[config.mk]
export PLATFORM = sky130hd
export DESIGN_NAME = wca_cic_interp_ctrl
export DESIGN_NICKNAME = d
export VERILOG_FILES = /design/src/rtl/wca_cic_interp_ctrl.sv
export SDC_FILE = /design/constraint.sdc
export NUM_CORES = 1
export LEC_CHECK = 0
export BUFFER_PORTS_ARGS = -buffer_cell sky130_fd_sc_hd__buf_4
export CORE_MARGIN = 2
export CORE_UTILIZATION = 40
export CTS_CLUSTER_DIAMETER = 30
export DETAILED_ROUTE_END_ITERATION = 6
export SYNTH_ARGS = -nofsm -noshare
export SYNTH_HDL_FRONTEND = slang
export SYNTH_SLANG_ARGS = --single-unit
[constraint.sdc]
create_clock -name clock -period 3.21 [get_ports clock]
set_clock_uncertainty 0.2 [all_clocks]
set_input_delay 0.321 -clock clock [delete_from_list [all_inputs] [get_ports clock]]
set_output_delay 0.321 -clock clock [all_outputs]
set_load 0.005 [all_outputs]
[src/rtl/wca_cic_interp_ctrl.sv]
// wca_cic_interp_ctrl
//
// Sequencer for a 3-stage CIC interpolator. Generates the IF-rate strobe
// (strobe_if) and the input-rate strobe (strobe_cic), drives the CIC enable
// and rate ports, and feeds samples from the upstream TX source into the CIC
// through a one-entry hold register. The CIC is flushed (enable held low) on
// start and whenever the requested rate changes. Input starvation at a
// strobe_cic is reported as an underrun, and the CIC sees a zero sample.
//
// Ports
//   clock, reset        system clock, asynchronous active-low reset
//   enable              run request; low returns to IDLE on the next clock
//   cfg_log2_rate       log2 interpolation rate, values above 8 clamp to 8
//   cfg_if_div          IF strobe period minus 1, in clocks
//   clear_status        clears underrun / underrun_count
//   in_valid/in_data    upstream sample, accepted when in_valid & in_ready
//   in_ready            hold register can take a sample this clock
//   cic_enable          CIC enable (low clears CIC state)
//   cic_log2_rate       latched, clamped rate presented to the CIC
//   cic_data_in         current hold register contents
//   strobe_cic          comb-section update strobe, 1 clock wide
//   strobe_if           integrator-section strobe, 1 clock wide
//   running             high while in RUN
//   underrun            sticky starvation flag
//   underrun_count      saturating starvation counter
module wca_cic_interp_ctrl #(
  parameter int WIDTH        = 16,
  parameter int FLUSH_CYCLES = 4,
  parameter int CNT_WIDTH    = 16
) (
  input  logic                 clock,
  input  logic                 reset,
  input  logic                 enable,
  input  logic [3:0]           cfg_log2_rate,
  input  logic [7:0]           cfg_if_div,
  input  logic                 clear_status,
  input  logic                 in_valid,
  input  logic [WIDTH-1:0]     in_data,
  output logic                 in_ready,
  output logic                 cic_enable,
  output logic [3:0]           cic_log2_rate,
  output logic [WIDTH-1:0]     cic_data_in,
  output logic                 strobe_cic,
  output logic                 strobe_if,
  output logic                 running,
  output logic                 underrun,
  output logic [CNT_WIDTH-1:0] underrun_count
);

  localparam int FCW = (FLUSH_CYCLES > 1) ? $clog2(FLUSH_CYCLES) : 1;
  localparam logic [FCW-1:0]       FLUSH_LAST = FCW'(FLUSH_CYCLES - 1);
  localparam logic [FCW-1:0]       FLUSH_ONE  = FCW'(1);
  localparam logic [CNT_WIDTH-1:0] CNT_ONE    = CNT_WIDTH'(1);

  typedef enum logic [1:0] {
    IDLE  = 2'd0,
    FLUSH = 2'd1,
    RUN   = 2'd2
  } state_e;

  state_e               state_q, state_d;
  logic [FCW-1:0]       flush_cnt_q, flush_cnt_d;
  logic [3:0]           rate_q, rate_d;
  logic [7:0]           div_q, div_d;
  logic [7:0]           div_cnt_q, div_cnt_d;
  logic [7:0]           phase_q, phase_d;
  logic [WIDTH-1:0]     hold_q, hold_d;
  logic                 hold_valid_q, hold_valid_d;
  logic                 strobe_if_q, strobe_if_d;
  logic                 strobe_cic_q, strobe_cic_d;
  logic                 cic_enable_q, cic_enable_d;
  logic [3:0]           cic_rate_q, cic_rate_d;
  logic                 running_q, running_d;
  logic                 underrun_q, underrun_d;
  logic [CNT_WIDTH-1:0] underrun_count_q, underrun_count_d;

  logic [3:0]           rate_clamped;
  logic [7:0]           phase_mask;

  // Requested rate limited to the CIC's supported range.
  assign rate_clamped = (cfg_log2_rate > 4'd8) ? 4'd8 : cfg_log2_rate;

  // Phase wraps modulo 2^rate_q; rate_q never exceeds 8.
  assign phase_mask = 8'hFF >> (4'd8 - rate_q);

  // The hold register is free when empty, or when it is being consumed by
  // the strobe_cic of this very clock.
  assign in_ready = running_q & (~hold_valid_q | strobe_cic_q);

  // Next-state and registered-output computation.
  always_comb begin
    state_d          = state_q;
    flush_cnt_d      = flush_cnt_q;
    rate_d           = rate_q;
    div_d            = div_q;
    div_cnt_d        = div_cnt_q;
    phase_d          = phase_q;
    hold_d           = hold_q;
    hold_valid_d     = hold_valid_q;
    underrun_d       = underrun_q;
    underrun_count_d = underrun_count_q;

    case (state_q)
      IDLE: begin
        if (enable) begin
          state_d = FLUSH;
          rate_d  = rate_clamped;
          div_d   = cfg_if_div;
        end
      end
      FLUSH: begin
        if (flush_cnt_q == FLUSH_LAST) begin
          state_d = RUN;
        end else begin
          flush_cnt_d = flush_cnt_q + FLUSH_ONE;
        end
      end
      RUN: begin
        div_cnt_d = (div_cnt_q == div_q) ? 8'd0 : div_cnt_q + 8'd1;
        if (strobe_if_q) begin
          phase_d = (phase_q + 8'd1) & phase_mask;
        end
        if (strobe_cic_q) begin
          // Held sample is consumed; refill from upstream in the same clock.
          hold_valid_d = in_valid;
          hold_d       = in_valid ? in_data : '0;
          // A pending rate change is applied only after a completed strobe_cic.
          if (rate_clamped != rate_q) begin
            state_d = FLUSH;
            rate_d  = rate_clamped;
            div_d   = cfg_if_div;
          end
        end else if (in_valid && in_ready) begin
          hold_d       = in_data;
          hold_valid_d = 1'b1;
        end
      end
      default: state_d = IDLE;
    endcase

    if (!enable) begin
      state_d = IDLE;
    end

    // Counters and the hold register only live in RUN; anything delivered
    // around a flush is dropped.
    if (state_d != RUN) begin
      div_cnt_d    = 8'd0;
      phase_d      = 8'd0;
      hold_d       = '0;
      hold_valid_d = 1'b0;
    end
    if (state_d != FLUSH) begin
      flush_cnt_d = '0;
    end

    // Strobes are registered: they are decided one clock ahead from the
    // counter values the next clock will hold.
    strobe_if_d  = (state_d == RUN) && (div_cnt_d == div_d);
    strobe_cic_d = strobe_if_d && (phase_d == 8'd0);
    cic_enable_d = (state_d == RUN);
    running_d    = (state_d == RUN);
    cic_rate_d   = (state_d == RUN) ? rate_d : 4'd0;

    // Starvation takes precedence over a simultaneous clear, so a fresh
    // underrun is never lost.
    if (strobe_cic_q && !hold_valid_q) begin
      underrun_d = 1'b1;
      if (clear_status) begin
        underrun_count_d = CNT_ONE;
      end else if (!(&underrun_count_q)) begin
        underrun_count_d = underrun_count_q + CNT_ONE;
      end
    end else if (clear_status) begin
      underrun_d       = 1'b0;
      underrun_count_d = '0;
    end
  end

  // State and output registers.
  always_ff @(posedge clock or negedge reset) begin
    if (!reset) begin
      state_q          <= IDLE;
      flush_cnt_q      <= '0;
      rate_q           <= 4'd0;
      div_q            <= 8'd0;
      div_cnt_q        <= 8'd0;
      phase_q          <= 8'd0;
      hold_q           <= '0;
      hold_valid_q     <= 1'b0;
      strobe_if_q      <= 1'b0;
      strobe_cic_q     <= 1'b0;
      cic_enable_q     <= 1'b0;
      cic_rate_q       <= 4'd0;
      running_q        <= 1'b0;
      underrun_q       <= 1'b0;
      underrun_count_q <= '0;
    end else begin
      state_q          <= state_d;
      flush_cnt_q      <= flush_cnt_d;
      rate_q           <= rate_d;
      div_q            <= div_d;
      div_cnt_q        <= div_cnt_d;
      phase_q          <= phase_d;
      hold_q           <= hold_d;
      hold_valid_q     <= hold_valid_d;
      strobe_if_q      <= strobe_if_d;
      strobe_cic_q     <= strobe_cic_d;
      cic_enable_q     <= cic_enable_d;
      cic_rate_q       <= cic_rate_d;
      running_q        <= running_d;
      underrun_q       <= underrun_d;
      underrun_count_q <= underrun_count_d;
    end
  end

  assign cic_enable     = cic_enable_q;
  assign cic_log2_rate  = cic_rate_q;
  assign cic_data_in    = hold_q;
  assign strobe_cic     = strobe_cic_q;
  assign strobe_if      = strobe_if_q;
  assign running        = running_q;
  assign underrun       = underrun_q;
  assign underrun_count = underrun_count_q;

endmodule

==> run_results.csv <==
group,metric,value,unit
worst_setup_path,r2r-start,"rate_q[1]",
min_path,whs_endpoint,"div_q[7]",
logic_synthesis,synth_nets,404,
worst_setup_path,arrival,3.04,ns
routing,wirelength,9.10,mm
logic_synthesis,syn_area,3790,um2
grt,overflow,0,
floorplan,std_cell_rows,35,
cells_and_area,area_delta_synth_final,28.5,%
power,p_per_area,512,nW/um2
routing,ant_nets,0,
clock_network,cts_max_path_buffers,2,
timing,final.setup.tns,0,ns
routing,firstDrtPassIters,5,
timing,finalHoldViolations,0,
grt,antenna_found_initial,0,
floorplan,initial_core_util,41.1,%
cells_and_area,nets,498,
floorplan,fp.coreArea,9240,um2
power,p_leak,2.28,nW
cells_and_area,final_cells,591,
timing,worst-slew-pin-transition,0.919,ns
timing,fmax,334,MHz
clock_network,cts_tree,"yes",
timing,setup_viol,0,
clock_network,clock-root-buffer,"clkbuf_8",
logic_synthesis,synthFlopType,"dfrtp_1",
placement,gp_congestion,0.829,
cells_and_area,num_antenna_cells,0,
floorplan,dieArea,10300,um2
grt,track_usage,18.8,%
min_path,hold_depth,2,
clock_network,cts_buffers,9,
worst_setup_path,worst_path_max_delay_cell,"dfrtp_1",
logic_synthesis,synth_top_area_cell,"dfrtp_1",
power,power,2.49,mW
routing,wl_per_cell,15.4,um
min_path,hold_class,"in -> reg",
power,peakVddDrop,0.000285,V
placement,hpwl,6.39,mm
worst_setup_path,reg2reg_depth,8,
worst_setup_path,crit_path_cell_trace,"and3b_1 > a31oi_2 > o311ai_4 > buf_4 > mux2i_1 > xor2_1 > or4_1 > a211oi_1",
logic_synthesis,netlist_instances,363,
clock_network,post_cts_resized,0,
cells_and_area,multi_input_comb_area,1840,um2
min_path,worstHoldStart,"cfg_if_div[7]",
floorplan,die_h,101,um
grt,grt_pass1_wl,15.2,mm
worst_setup_path,cpPeakStageDelay,0.50,ns
timing,setup_ws,0.213,ns
clock_network,htree_levels,3,
cells_and_area,drive_above_1_share,25.1,%
timing,fin_crit,3.00,ns
clock_network,postCtsSetupBuffers,0,
timing,slew-limit-headroom,38.7,%
floorplan,die_w,101,um
logic_synthesis,synth.yosys.seq_area_share,48.1,%
logic_synthesis,yosysWarnings,0,
timing,report.final.slew_viol_count,0,
timing,timing.hold.ws,0.0350,ns
worst_setup_path,required,3.26,ns
timing,period_share,93.4,%
routing,drc_errors,0,
worst_setup_path,reg2reg_to,"strobe_if",
worst_setup_path,cp_max_fo,7,
grt,first_global_vias,3102,
routing,vias_per_cell,5.22,
clock_network,clk_pin_slew,0.08,ns
logic_synthesis,async_reset_ff_share,100,%
logic_synthesis,avgSynthCellArea,10.5,um2
grt,grt_max_degree,74,
cells_and_area,regArea,1830,um2
logic_synthesis,yosys_register_bits,73,
routing,drt_iter0_markers,98,
clock_network,clk_latency,0.34,ns
clock_network,cts.sink_count,73,
worst_setup_path,startpoint_type,"flip-flop",
worst_setup_path,critPathKind,"reg -> reg",
worst_setup_path,r2r_setup_slack,0.21,ns
logic_synthesis,synth_top_area_share,48.1,%
cells_and_area,fill_cells,837,
logic_synthesis,netlist-cell-type-count,61,
placement,placed_cells,558,
status,status,"completed",
worst_setup_path,cp-end-kind,"flip-flop",
placement,port_buffers,74,
timing,grt_setup_unrepaired,"false",
logic_synthesis,synth_area_leaders,"dfrtp_1 48%, xor2_1 4.8%, nor2_1 3.9%, a22o_1 3.7%, ha_1 2.6%",
floorplan,io_pins,75,
routing,num_vias,3087,
flow_run,drv_cap,0,
logic_synthesis,synth_edf_count,0,
placement,dp_slack,0.210,ns
## cell usage after synthesis (6+ instances only)
master,count
nand2_1,16
a21oi_1,12
o21ai_0,12
nand3_1,12
nand2b_1,7
xnor2_1,10
nor2_1,39
xor2_1,21
mux2_2,6
ha_1,8
dfrtp_1,73
inv_1,15
clkbuf_1,8
nand4_1,8
a22o_1,16
and2_1,12
## power by group
group / internal (mW) / switching [mW] / total [mW]
clock network: 0.444 / 0.371 / 0.816
logic: 0.277 / 0.315 / 0.592
registers: 1.00 / 0.0824 / 1.09
total: 1.73 / 0.769 / 2.49
## per-layer routing
layer / vias up / global-route usage (%) / routed length, um
li1: 1487 / - / -
met1: 1488 / 24.7 / 4170
met2: 90 / 29.5 / 4260
met3: 22 / 3.38 / 379
met4: 0 / 10.1 / 284
met5: - / 0 / 0
## worst max-delay path by stage
stage                          from          to  slack (ns)  depth (start not counted)
after global placement    rate_q[1]  strobe_cic        0.28                          8
after floorplan           rate_q[1]  strobe_cic        0.61                          9
after global routing      rate_q[1]   strobe_if       0.008                          8
final                     rate_q[1]   strobe_if        0.21                          8
after detailed placement  rate_q[1]  strobe_cic        0.21                          8
after CTS                 rate_q[1]   strobe_if        0.21                          8
## registers in the layout (all words and copies together), names as in the netlist
register / flops
strobe_if: 1
cic_data_in: 16
rate_q: 4
strobe_cic: 1
underrun_count: 16
underrun: 1
phase_q: 8
flush_cnt_q: 2
div_cnt_q: 8
hold_valid_q: 1
running: 1
cic_log2_rate: 4
state_q: 2
div_q: 8
## cells by family (layout without fill, tap and decap cells)
family	count (synthesis)	in the layout	share of synthesized area, %
muxes	10	10	2.97
and+or+nand+nor	138	138	20.1
adders and majority gates	8	8	2.64
xor gates and xnor gates	32	32	7.88
AOI/OAI and AO/OA	74	74	14.9
buffers and inverters	28	127	3.33
DFF	73	73	48.1
## through the flow
stage | utilization [%] | cell area (um2)
2_1_floorplan | - | 3790
3_3_place_gp | 48.5 | 4480
3_5_place_dp | 48.5 | 4480
4_1_cts | 52.8 | 4870
5_1_grt | 52.8 | 4870
6_report | 52.8 | 4870
## critical path, delay by kind of cell (launching register included)
family	cells	cell delay, ns
xor gates and xnor gates	1	0.10
AOI/OAI and AO/OA	3	0.75
DFF	1	0.50
muxes	1	0.36
and+or+nand+nor	2	0.75
buffers and inverters	1	0.25
## cells in the final DEF (no fill, tap or decap), drive strengths merged, types with 5 or more instances in the layout
cell / netlist / routed
nor2b: 5 / 5
and2: 12 / 12
nand3: 12 / 12
a21oi: 12 / 12
inv: 15 / 17
nand4: 8 / 8
dlygate4sd3: 0 / 17
o21ai: 12 / 12
ha: 8 / 8
xor2: 21 / 21
nor2: 40 / 40
nand2: 16 / 16
mux2: 7 / 7
xnor2: 11 / 11
clkbuf: 8 / 9
nand2b: 7 / 7
a22o: 16 / 16
nor3: 6 / 6
dfrtp: 73 / 73
buf: 5 / 79
and3: 5 / 5
## what timing repair did
item                                   CTS  global route
endpoints found under the hold margin   89             0
setup endpoints to repair                0             0
hold buffers                            17             0
## layout make-up
type	count	area share [%]
clock inverters	7	2.08
repair buffers	96	15.7
inverters	15	1.16
well taps	129	3.31
multi-input cells	262	37.8
flip-flops and latches	73	37.5
clock buffers	9	2.54
Power figures use the tool's default switching activity.
